$ cat src/rtl/dft_bfp_denorm_pkg.sv
// Shared definitions for the DFT block-floating-point denormaliser:
// size-to-length table, maximum frame length and FSM state encoding.
package dft_bfp_denorm_pkg;

  localparam int unsigned N_SIZES = 34;
  localparam int unsigned MAX_LEN = 1200;
  localparam int unsigned CNT_W   = 11;
  localparam int unsigned SIZE_W  = 6;

  typedef enum logic {
    ST_IDLE = 1'b0,
    ST_RUN  = 1'b1
  } state_e;

  localparam logic [CNT_W-1:0] LEN_TAB [N_SIZES] = '{
    11'd12,   11'd24,   11'd36,   11'd48,   11'd60,   11'd72,   11'd96,
    11'd108,  11'd120,  11'd144,  11'd180,  11'd192,  11'd216,  11'd240,
    11'd288,  11'd300,  11'd324,  11'd360,  11'd384,  11'd432,  11'd480,
    11'd540,  11'd576,  11'd600,  11'd648,  11'd720,  11'd768,  11'd864,
    11'd900,  11'd960,  11'd972,  11'd1080, 11'd1152, 11'd1200
  };

  // Out-of-range size indices fall back to the smallest frame.
  function automatic logic [CNT_W-1:0] size_to_len(input logic [SIZE_W-1:0] size);
    if (32'(size) < N_SIZES) return LEN_TAB[size];
    return CNT_W'(12);
  endfunction

endpackage

$ cat src/rtl/dft_bfp_denorm_if.sv
// Beat interface between a DFT source and the denormaliser.
// master drives the input beat, slave (the denormaliser) drives the output beat.
interface dft_bfp_denorm_if
  import dft_bfp_denorm_pkg::*;
#(
  parameter int unsigned IN_W  = 18,
  parameter int unsigned OUT_W = 30,
  parameter int unsigned EXP_W = 4
);

  logic                    in_valid;
  logic                    in_sop;
  logic                    in_eop;
  logic signed [IN_W-1:0]  in_real;
  logic signed [IN_W-1:0]  in_imag;
  logic [EXP_W-1:0]        in_exp;
  logic [SIZE_W-1:0]       size;

  logic                    out_valid;
  logic                    out_sop;
  logic                    out_eop;
  logic signed [OUT_W-1:0] out_real;
  logic signed [OUT_W-1:0] out_imag;
  logic                    frame_err;
  logic                    sat_flag;

  modport master (
    output in_valid, in_sop, in_eop, in_real, in_imag, in_exp, size,
    input  out_valid, out_sop, out_eop, out_real, out_imag, frame_err, sat_flag
  );

  modport slave (
    input  in_valid, in_sop, in_eop, in_real, in_imag, in_exp, size,
    output out_valid, out_sop, out_eop, out_real, out_imag, frame_err, sat_flag
  );

endinterface

$ cat src/rtl/dft_bfp_shift_sat.sv
// One component of the denormaliser: din * 2^exp_i into OUT_W bits.
// DFT_BFP_SAT_EN selects clamping with sat_c; otherwise the result wraps.
module dft_bfp_shift_sat #(
  parameter int unsigned IN_W  = 18,
  parameter int unsigned OUT_W = 30,
  parameter int unsigned EXP_W = 4
) (
  input  logic signed [IN_W-1:0]  din,
  input  logic [EXP_W-1:0]        exp_i,
  output logic signed [OUT_W-1:0] dout_c,
  output logic                    sat_c
);

  localparam int unsigned FULL_W = IN_W + (1 << EXP_W) - 1;
  localparam int unsigned WIDE_W = ((FULL_W > OUT_W) ? FULL_W : OUT_W) + 1;

`ifdef DFT_BFP_SAT_EN
  logic signed [WIDE_W-1:0] wide;
  logic                     ovf;

  // Overflow when the bits above the OUT_W sign bit are not all sign copies.
  always_comb begin
    wide   = WIDE_W'(din) << exp_i;
    ovf    = (wide[WIDE_W-1:OUT_W-1] != {(WIDE_W-OUT_W+1){wide[WIDE_W-1]}});
    sat_c  = ovf;
    dout_c = wide[OUT_W-1:0];
    if (ovf) begin
      dout_c = wide[WIDE_W-1] ? {1'b1, {(OUT_W-1){1'b0}}} : {1'b0, {(OUT_W-1){1'b1}}};
    end
  end
`else
  always_comb begin
    dout_c = OUT_W'(WIDE_W'(din) << exp_i);
    sat_c  = 1'b0;
  end
`endif

endmodule

$ cat src/rtl/dft_bfp_denorm.sv
// Block-floating-point denormaliser with frame checking, 2-cycle latency.
// Define DFT_BFP_SAT_EN to clamp out-of-range results and raise sat_flag.
module dft_bfp_denorm
  import dft_bfp_denorm_pkg::*;
#(
  parameter int unsigned IN_W  = 18,
  parameter int unsigned OUT_W = 30,
  parameter int unsigned EXP_W = 4
) (
  input  logic              clk,
  input  logic              rst,
  dft_bfp_denorm_if.slave   bus
);

  state_e                  state_q, state_d;
  logic [CNT_W-1:0]        cnt_q, cnt_d, len_q, len_d, cnt_inc;
  logic                    s1_valid_q, s1_valid_d, s1_sop_q, s1_sop_d;
  logic                    s1_eop_q, s1_eop_d, s1_err_q, s1_err_d;
  logic signed [IN_W-1:0]  s1_real_q, s1_real_d, s1_imag_q, s1_imag_d;
  logic [EXP_W-1:0]        s1_exp_q, s1_exp_d;
  logic                    out_valid_q, out_valid_d, out_sop_q, out_sop_d;
  logic                    out_eop_q, out_eop_d, out_err_q, out_err_d;
  logic                    out_sat_q, out_sat_d;
  logic signed [OUT_W-1:0] out_real_q, out_real_d, out_imag_q, out_imag_d;
  logic signed [OUT_W-1:0] real_c, imag_c;
  logic                    sat_real_c, sat_imag_c;

  dft_bfp_shift_sat #(.IN_W(IN_W), .OUT_W(OUT_W), .EXP_W(EXP_W)) u_shift_real (
    .din(s1_real_q), .exp_i(s1_exp_q), .dout_c(real_c), .sat_c(sat_real_c)
  );

  dft_bfp_shift_sat #(.IN_W(IN_W), .OUT_W(OUT_W), .EXP_W(EXP_W)) u_shift_imag (
    .din(s1_imag_q), .exp_i(s1_exp_q), .dout_c(imag_c), .sat_c(sat_imag_c)
  );

  // Stage 1: framing FSM decides forward/drop/error; stage 2: shifted result.
  always_comb begin
    state_d    = state_q;
    cnt_d      = cnt_q;
    len_d      = len_q;
    s1_valid_d = 1'b0;
    s1_sop_d   = 1'b0;
    s1_eop_d   = 1'b0;
    s1_err_d   = 1'b0;
    s1_real_d  = s1_real_q;
    s1_imag_d  = s1_imag_q;
    s1_exp_d   = s1_exp_q;
    cnt_inc    = (cnt_q == {CNT_W{1'b1}}) ? cnt_q : cnt_q + CNT_W'(1);

    if (bus.in_valid) begin
      s1_real_d = bus.in_real;
      s1_imag_d = bus.in_imag;
      s1_exp_d  = bus.in_exp;
      if (bus.in_sop) begin
        // A sop in RUN truncates the running frame and restarts.
        len_d      = size_to_len(bus.size);
        cnt_d      = CNT_W'(1);
        s1_valid_d = 1'b1;
        s1_sop_d   = 1'b1;
        s1_err_d   = (state_q == ST_RUN) || bus.in_eop;
        if (bus.in_eop) begin
          s1_eop_d = 1'b1;
          cnt_d    = '0;
          state_d  = ST_IDLE;
        end else begin
          state_d  = ST_RUN;
        end
      end else if (state_q == ST_IDLE) begin
        s1_err_d = 1'b1;
      end else if (bus.in_eop) begin
        s1_valid_d = 1'b1;
        s1_eop_d   = 1'b1;
        s1_err_d   = (cnt_inc != len_q);
        cnt_d      = '0;
        state_d    = ST_IDLE;
      end else begin
        s1_valid_d = 1'b1;
        s1_err_d   = (cnt_inc > len_q);
        cnt_d      = cnt_inc;
      end
    end

    out_valid_d = s1_valid_q;
    out_sop_d   = s1_sop_q;
    out_eop_d   = s1_eop_q;
    out_err_d   = s1_err_q;
    out_real_d  = real_c;
    out_imag_d  = imag_c;
    out_sat_d   = s1_valid_q && (sat_real_c || sat_imag_c);
  end

  always_ff @(posedge clk or posedge rst) begin
    if (rst) begin
      state_q     <= ST_IDLE;
      cnt_q       <= '0;
      len_q       <= '0;
      s1_valid_q  <= 1'b0;
      s1_sop_q    <= 1'b0;
      s1_eop_q    <= 1'b0;
      s1_err_q    <= 1'b0;
      s1_real_q   <= '0;
      s1_imag_q   <= '0;
      s1_exp_q    <= '0;
      out_valid_q <= 1'b0;
      out_sop_q   <= 1'b0;
      out_eop_q   <= 1'b0;
      out_err_q   <= 1'b0;
      out_sat_q   <= 1'b0;
      out_real_q  <= '0;
      out_imag_q  <= '0;
    end else begin
      state_q     <= state_d;
      cnt_q       <= cnt_d;
      len_q       <= len_d;
      s1_valid_q  <= s1_valid_d;
      s1_sop_q    <= s1_sop_d;
      s1_eop_q    <= s1_eop_d;
      s1_err_q    <= s1_err_d;
      s1_real_q   <= s1_real_d;
      s1_imag_q   <= s1_imag_d;
      s1_exp_q    <= s1_exp_d;
      out_valid_q <= out_valid_d;
      out_sop_q   <= out_sop_d;
      out_eop_q   <= out_eop_d;
      out_err_q   <= out_err_d;
      out_sat_q   <= out_sat_d;
      out_real_q  <= out_real_d;
      out_imag_q  <= out_imag_d;
    end
  end

  assign bus.out_valid = out_valid_q;
  assign bus.out_sop   = out_sop_q;
  assign bus.out_eop   = out_eop_q;
  assign bus.frame_err = out_err_q;
  assign bus.sat_flag  = out_sat_q;
  assign bus.out_real  = out_real_q;
  assign bus.out_imag  = out_imag_q;

endmodule
$ cat src/flat_wrapper.sv
// flat-port wrapper written by rule: the top's interface ports become plain ports
module dft_bfp_denorm_flat import dft_bfp_denorm_pkg::*;
#(
  parameter int unsigned IN_W  = 18,
  parameter int unsigned OUT_W = 30,
  parameter int unsigned EXP_W = 4
)
  (clk, rst, bus_in_valid, bus_in_sop, bus_in_eop, bus_in_real, bus_in_imag, bus_in_exp, bus_size, bus_out_valid, bus_out_sop, bus_out_eop, bus_out_real, bus_out_imag, bus_frame_err, bus_sat_flag);
  dft_bfp_denorm_if #(.IN_W(IN_W), .OUT_W(OUT_W), .EXP_W(EXP_W)) bus_i ();
  input  logic clk;
  input  logic rst;
  input wire logic [$bits(bus_i.in_valid)-1:0] bus_in_valid;
  input wire logic [$bits(bus_i.in_sop)-1:0] bus_in_sop;
  input wire logic [$bits(bus_i.in_eop)-1:0] bus_in_eop;
  input wire logic [$bits(bus_i.in_real)-1:0] bus_in_real;
  input wire logic [$bits(bus_i.in_imag)-1:0] bus_in_imag;
  input wire logic [$bits(bus_i.in_exp)-1:0] bus_in_exp;
  input wire logic [$bits(bus_i.size)-1:0] bus_size;
  output wire logic [$bits(bus_i.out_valid)-1:0] bus_out_valid;
  output wire logic [$bits(bus_i.out_sop)-1:0] bus_out_sop;
  output wire logic [$bits(bus_i.out_eop)-1:0] bus_out_eop;
  output wire logic [$bits(bus_i.out_real)-1:0] bus_out_real;
  output wire logic [$bits(bus_i.out_imag)-1:0] bus_out_imag;
  output wire logic [$bits(bus_i.frame_err)-1:0] bus_frame_err;
  output wire logic [$bits(bus_i.sat_flag)-1:0] bus_sat_flag;
  assign bus_i.in_valid = bus_in_valid;
  assign bus_i.in_sop = bus_in_sop;
  assign bus_i.in_eop = bus_in_eop;
  assign bus_i.in_real = bus_in_real;
  assign bus_i.in_imag = bus_in_imag;
  assign bus_i.in_exp = bus_in_exp;
  assign bus_i.size = bus_size;
  assign bus_out_valid = bus_i.out_valid;
  assign bus_out_sop = bus_i.out_sop;
  assign bus_out_eop = bus_i.out_eop;
  assign bus_out_real = bus_i.out_real;
  assign bus_out_imag = bus_i.out_imag;
  assign bus_frame_err = bus_i.frame_err;
  assign bus_sat_flag = bus_i.sat_flag;
  dft_bfp_denorm #(.IN_W(IN_W), .OUT_W(OUT_W), .EXP_W(EXP_W)) u_core (.clk(clk), .rst(rst), .bus(bus_i));
endmodule
$ cat config.mk
export PLATFORM = sky130hd
export DESIGN_NAME = dft_bfp_denorm_flat
export DESIGN_NICKNAME = d
export VERILOG_FILES = /design/src/rtl/dft_bfp_denorm_pkg.sv /design/src/rtl/dft_bfp_denorm_if.sv /design/src/rtl/dft_bfp_shift_sat.sv /design/src/rtl/dft_bfp_denorm.sv /design/src/flat_wrapper.sv
export SDC_FILE = /design/constraint.sdc
export NUM_CORES = 1
export LEC_CHECK = 0
export CORE_ASPECT_RATIO = 1.2
export CORE_MARGIN = 8
export CORE_UTILIZATION = 49
export DETAILED_ROUTE_END_ITERATION = 16
export PLACE_DENSITY = 0.78
export SLEW_MARGIN = 20
export SYNTH_ARGS = -nofsm -noshare
export SYNTH_HDL_FRONTEND = slang
export SYNTH_SLANG_ARGS = --single-unit
$ cat constraint.sdc
create_clock -name clk -period 4.3 [get_ports clk]
set_input_delay 0.86 -clock clk [delete_from_list [all_inputs] [get_ports clk]]
set_output_delay 0.86 -clock clk [all_outputs]
set_load 0.02 [all_outputs]
==> results of run 1 <==
==> routing by layer <==
metal	vias to the layer above	share of wire [%]	GRT usage [%]	wire, um
met5	-	0	0	0
met2	157	51	32.4	8490
met1	2524	42	21.5	6970
met4	0	1.9	7.63	312
li1	2407	-	-	-
met3	25	4.7	4.17	771
==> cells by family (layout without fill, tap and decap cells) <==
| family | after synthesis | after routing | synth area share (%) |
|---|---|---|---|
| adder cells (fa/ha/maj) | 17 | 17 | 3.04 |
| AO/OA/AOI/OAI | 121 | 121 | 10.9 |
| other | 1 | 1 | 0.0536 |
| XOR/XNOR | 8 | 8 | 1.00 |
| flip-flops | 129 | 129 | 46.1 |
| AND/OR/NAND/NOR | 134 | 134 | 8.66 |
| buffers and inverters | 65 | 176 | 4.54 |
| multiplexers | 127 | 127 | 25.7 |
==> cells in the final DEF, fill, tap and decap left out, types with 5 or more instances in the layout <==
master           instances
inv_1                   21
mux4_1                  12
dfrtp_1                127
o21ai_0                 25
nand2b_1                 7
clkbuf_16               17
nand2_1                 49
mux2_4                   5
nor3_1                   6
o21a_1                   6
mux4_2                  19
nor2_1                  39
o21ai_1                  6
mux2i_1                 38
mux2_2                  52
nand3_1                 10
clkinvlp_4               5
xnor2_1                  6
a21oi_1                 35
ha_1                    17
a21o_1                   5
o22ai_1                  7
buf_4                    5
clkdlybuf4s50_1        113
nand4_1                  5
==> stage by stage <==
stage	cell area, um2	power (mW)	hold slack [ns]	setup slack (ns)	utilization [%]
final	8750	3.90	0.347	1.49	61.7
after global routing	8750	4.08	0.349	1.34	61.7
after CTS	8750	3.93	0.348	1.52	61.7
after detailed placement	8190	2.57	0.336	1.09	57.8
after global placement	8190	2.54	0.335	1.12	57.8
after floorplan	7000	2.15	0.331	1.79	-
==> final timing paths <==
path | start | slack [ns] | to
max | u_core.cnt_q[0]$_DFFE_PP0P_ | 1.49 | u_core.out_err_d$_DFF_PP0_
min | u_core.out_eop_d$_DFF_PP0_ | 0.35 | u_core.bus.out_eop$_DFF_PP0_
max reg2reg | u_core.cnt_q[0]$_DFFE_PP0P_ | 1.49 | u_core.out_err_d$_DFF_PP0_
min reg2reg | u_core.out_eop_d$_DFF_PP0_ | 0.35 | u_core.bus.out_eop$_DFF_PP0_
max in group asynchronous | rst | 2.47 | u_core.s1_exp_q[3]$_DFFE_PP0P_
min in group asynchronous | rst | 0.89 | u_core.out_sop_d$_DFF_PP0_
==> report_power, final <==
group          internal, mW  switching [mW]
registers              1.38           0.117
clock network         0.798           0.549
logic                 0.519           0.534
==> state kept, by name, summed over array words and instances (netlist names), 4 cells and up <==
signal	flops
u_core.s1_real_q	18
u_core.bus.out_imag	30
u_core.cnt_q	11
u_core.bus.out_real	30
u_core.s1_exp_q	4
u_core.len_q	9
u_core.s1_imag_q	18
==> layout make-up <==
cell class,count,share of cell area [%]
Multi-Input combinational cell,408,39.4
Sequential cell,129,36.9
Timing Repair Buffer,120,13.6
Clock buffer,17,4.86
Tap cell,175,2.50
Clock inverter,15,1.56
Inverter,24,1.07
==> worst max-delay path, stage by stage (launching register included) <==
cell and delay, ns:
dfrtp_1 0.45, ha_1 0.25, nand2_1 0.11, or3_1 0.57
nand3_1 0.20, xnor2_1 0.10, ha_1 0.19, a21o_1 0.17
a21o_1 0.17, a221oi_1 0.38, a211oi_2 0.09
==> summary.txt, run 1 <==
Clock network
  • CTS tree: built
  • CTS Buf Count: 17
  • Longest Clk Path Bufs: 2
  • Post-CTS Setup Repair Bufs: 0
  • Clk_lat worst skew: 0.42 ns
  • Clock H-tree levels: 4
  • Clock transition at path regs: 0.06 ns
  • Root Driver: clkbuf_16
  • CTS sink cnt: 129
  • Resized cells post-CTS: 0
  • Hold buffers post-CTS: 0

Finish
  • Sequential cell area: 3230 um2
  • Layout Cells excl Fill: 888
  • Filler instances: 1110
  • Synth-to-Final Area Change: 25.1%
  • Nets@finish: 768
  • ANT cells: 0
  • Multi-input logic area: 3450 um2
  • Share of cells above drive strength 1: 17.4%

Global routing
  • First-pass GRT wire length: 27300 um
  • Number of global-route vias before repair: 5306
  • GRT Total Usage: 18.5%
  • Total grt overflow: 0
  • Largest net degree at the start of global routing: 102
  • Antenna violations before repair: 0

Floorplan
  • I/O pin count: 116
  • DIE AREA: 18400 um2
  • Starting Density: 49.4%
  • Die Width: 125 um
  • Rows: 48
  • Core area: 14200 um2
  • Die height: 147 um

Power and ir drop
  • Pwr/cell area: 446 nW/um2
  • Worst vdd ir: 0.229 mV
  • Pleak: 3.77 nW

Worst hold path
  • Min-delay worst type: register to register
  • Worst hold path cell count: 0

Synth
  • Synthesized area: 7000 um2
  • Yosys top cell area share: 46.1%
  • Area contributors post-synth: dfrtp_1 (46%), mux2_2 (8.4%), mux4_2 (6.1%)
  • Register bit total from synthesis: 129
  • Syn Nets: 670
  • Avg Inst Size Synth: 11.6 um2
  • Synth unique cells: 62
  • Synth Instances: 602
  • Synth Flop Type: dfrtp_1
  • Synth cell count leaders: dfrtp_1 (129), mux2_2 (52), nand2_1 (49)
  • Top-count cell post-synth: dfrtp_1
  • Sequential area share after synthesis: 46.1%
  • Number of synthesized flops with an enable pin: 0
  • Post-synth top area cell: dfrtp_1
  • FFs w/ async S/R, synth: 100%
  • Synthesis Warnings: 0

Timing
  • Pins Over Slew Limit: 0
  • Worst-margin pin slew: 0.999 ns
  • Worst clock skew: 0.00807 ns
  • Minimum clock period: 2.81 ns
  • F_max: 356 MHz
  • Slew HR: 33.4%
  • RSZ-0062 raised after global routing: no
  • Final period util: 65.3%
  • Endpoints failing setup: 0
  • Final TNS setup: 0 ns
  • Final Hold Vio Count: 0

Route
  • Drt drc: 0
  • WL/cell: 18.6 um
  • Final WL: 16500 um
  • TritonRoute pass-1 iters: 7
  • Vias: 5113
  • Drt via density: 5.76
  • Detail Route Antenna Nets: 0
  • Iter 0 DRT Violations: 445

Critical path
  • Worst-path fanout max: 11
  • Worst Setup Start Kind: register
  • Setup crit end kind: register
  • WP data required: 4.59 ns
  • Crit Path Category: register to register
  • Worst Path Arrival: 3.10 ns
  • Worst reg2reg path depth: 10

Place
  • Port buffer count: 114
  • Cell total after placement: 856
  • Dpl hpwl: 12200 um
  • RePlAce Congestion: 0.869

Status
  • Status: finished, final reports clean

Run
  • Max-cap violations: 0
No activity file was read; power rests on OpenSTA's default activity.
==> run 2: changes to the inputs <==
- CORE_UTILIZATION: 49 -> 54
- PLACE_DENSITY: 0.78 -> 0.82
- clock period: 4.3 -> 2.95 ns (I/O delays scaled with it)
==> run 2 against run 1 <==
  * First-iteration DRC count shrank 24%
  * Die area down 8.2%
  * Core utilization up 8.7 points
  * Sequential cell count is the same
  * Total power up 51%
  * Largest cell class unchanged
  * Critical endpoint unchanged
  * Via count increased by 3.9%
  * Clock-buffer cell count is 4 higher
  * Largest power group unchanged
  * Critical path depth stayed put
  * Sequential power rose by 45%
  * Highest routed layer unchanged
==> summary.txt, run 2 (same netlist as run 1, synthesis figures left out) <==
Clock network
  • Clock transition at path regs: 0.06 ns
  • Root Driver: clkbuf_16
  • CTS tree: built
  • Post-CTS Setup Repair Bufs: 0
  • Clock H-tree levels: 4
  • Clk_lat worst skew: 0.41 ns
  • CTS Buf Count: 17
  • Hold buffers post-CTS: 0
  • Longest Clk Path Bufs: 2
  • Resized cells post-CTS: 0
  • CTS sink cnt: 129

Global routing
  • Antenna violations before repair: 0
  • GR peak layer: met2
  • Met2 GRT Util: 34.1%
  • Total grt overflow: 0
  • GRT Total Usage: 20.3%
  • Largest net degree at the start of global routing: 46
  • GR Util met3: 4.55%
  • First-pass GRT wire length: 27500 um
  • Grt met1 use: 24.0%
  • Number of global-route vias before repair: 5437

Status
  • Status: finished, final reports clean

Finish
  • Nets@finish: 781
  • Synth-to-Final Area Change: 27.5%
  • Sequential cell area: 3230 um2
  • Layout Cells excl Fill: 890
  • Share of cells above drive strength 1: 18.6%
  • Highest-count cells in the layout ignoring fill and taps: dfrtp_1 (127), clkdlybuf4s50_1 (113), mux2_2 (52)
  • Filler instances: 885
  • Final core utilization: 70.4%
  • ANT cells: 0
  • Commonest non-fill, non-tap cell in the layout: dfrtp_1
  • Multi-input logic area: 3450 um2
  • Post-route design area: 8920 um2

Critical path
  • Worst Path Arrival: 2.95 ns
  • Critical path's largest stage delay: 0.55 ns
  • Worst Setup Start Kind: register
  • Crit Path Category: register to register
  • Cells along the critical path: ha_1 -> nand2_1 -> or3_1 -> nand3_1 -> xnor2_1 -> ha_1 -> a21o_1 -> a21o_1 -> a221oi_1 -> a211oi_2
  • Worst-path fanout max: 11
  • WP data required: 3.23 ns
  • Setup crit end kind: register
  • CP max-delay cell: or3_1

Timing
  • Hold Slack: 0.349 ns
  • Worst clock skew: 0.00818 ns
  • Slew HR: 49.1%
  • F_max: 374 MHz
  • Worst-margin pin slew: 0.762 ns
  • Final TNS setup: 0 ns
  • Final worst slack: 0.277 ns
  • Final Hold Vio Count: 0
  • RSZ-0062 raised after global routing: no
  • Pins Over Slew Limit: 0
  • Final period util: 90.6%
  • Endpoints failing setup: 0
  • Minimum clock period: 2.67 ns

Worst hold path
  • Min-delay worst type: register to register

Power and ir drop
  • Worst vdd ir: 0.473 mV
  • Pleak: 3.88 nW
  • Pwr/cell area: 661 nW/um2
  • Power Total: 5.90 mW

Floorplan
  • Starting Density: 55.2%
  • Core area: 12700 um2
  • I/O pin count: 116
  • DIE AREA: 16900 um2
  • Die height: 141 um
  • Die Width: 120 um
  • Rows: 45

Route
  • TritonRoute pass-1 iters: 5
  • Vias: 5310
  • Drt drc: 0
  • Detail Route Antenna Nets: 0
  • WL/cell: 19.1 um
  • Final WL: 17000 um
  • Iter 0 DRT Violations: 338
  • Drt via density: 5.97

Place
  • Port buffer count: 114
  • Post-Place Setup Slack: 0.297 ns
  • Cell total after placement: 858
  • Placed inst area: 8310 um2
  • RePlAce Congestion: 0.912
  • Dpl hpwl: 12500 um

Run
  • Max-cap violations: 0
-- run 2: critical path: cells and delay by family (launching register included) --
kind                     cells  cell delay (ns)
XOR/XNOR                     1             0.08
flip-flops                   1             0.43
AND/OR/NAND/NOR              3             0.85
AO/OA/AOI/OAI                4             0.77
adder cells (fa/ha/maj)      2             0.42
-- run 2: area by class of cell --
cell class              instances  share of cell area, %
clock buffers                  21                   5.16
clock inverters                11                   1.72
inverters                      24                   1.05
multi-input cells             408                   38.7
flip-flops and latches        129                   36.2
well taps                     164                   2.30
repair buffers                133                   14.9
-- run 2: worst paths after layout --
path                                                  start                          endpoint  slack [ns]  depth (start not counted)
worst min-delay path             u_core.out_eop_d$_DFF_PP0_      u_core.bus.out_eop$_DFF_PP0_        0.35                          0
max in group asynchronous                               rst  u_core.bus.out_imag[0]$_DFF_PP0_        1.70                          3
worst max-delay path            u_core.cnt_q[0]$_DFFE_PP0P_        u_core.out_err_d$_DFF_PP0_        0.28                         10
worst max register to register  u_core.cnt_q[0]$_DFFE_PP0P_        u_core.out_err_d$_DFF_PP0_        0.28                         10
worst min register to register   u_core.out_eop_d$_DFF_PP0_      u_core.bus.out_eop$_DFF_PP0_        0.35                          0
min in group asynchronous                               rst   u_core.s1_imag_q[7]$_DFFE_PP0P_        0.63                          2
-- run 2: layer usage --
layer | vias up | part of all wire, %
met4 | 0 | 3.9
met1 | 2618 | 39
li1 | 2430 | -
met2 | 222 | 50
met3 | 40 | 6.4
met5 | - | 0
-- run 2: power breakdown --
group / leakage [nW] / internal (mW) / switching (mW)
Combinational: 2.00 / 0.776 / 0.812
Clock: 0.294 / 1.38 / 0.762
Sequential: 1.58 / 2.02 / 0.155
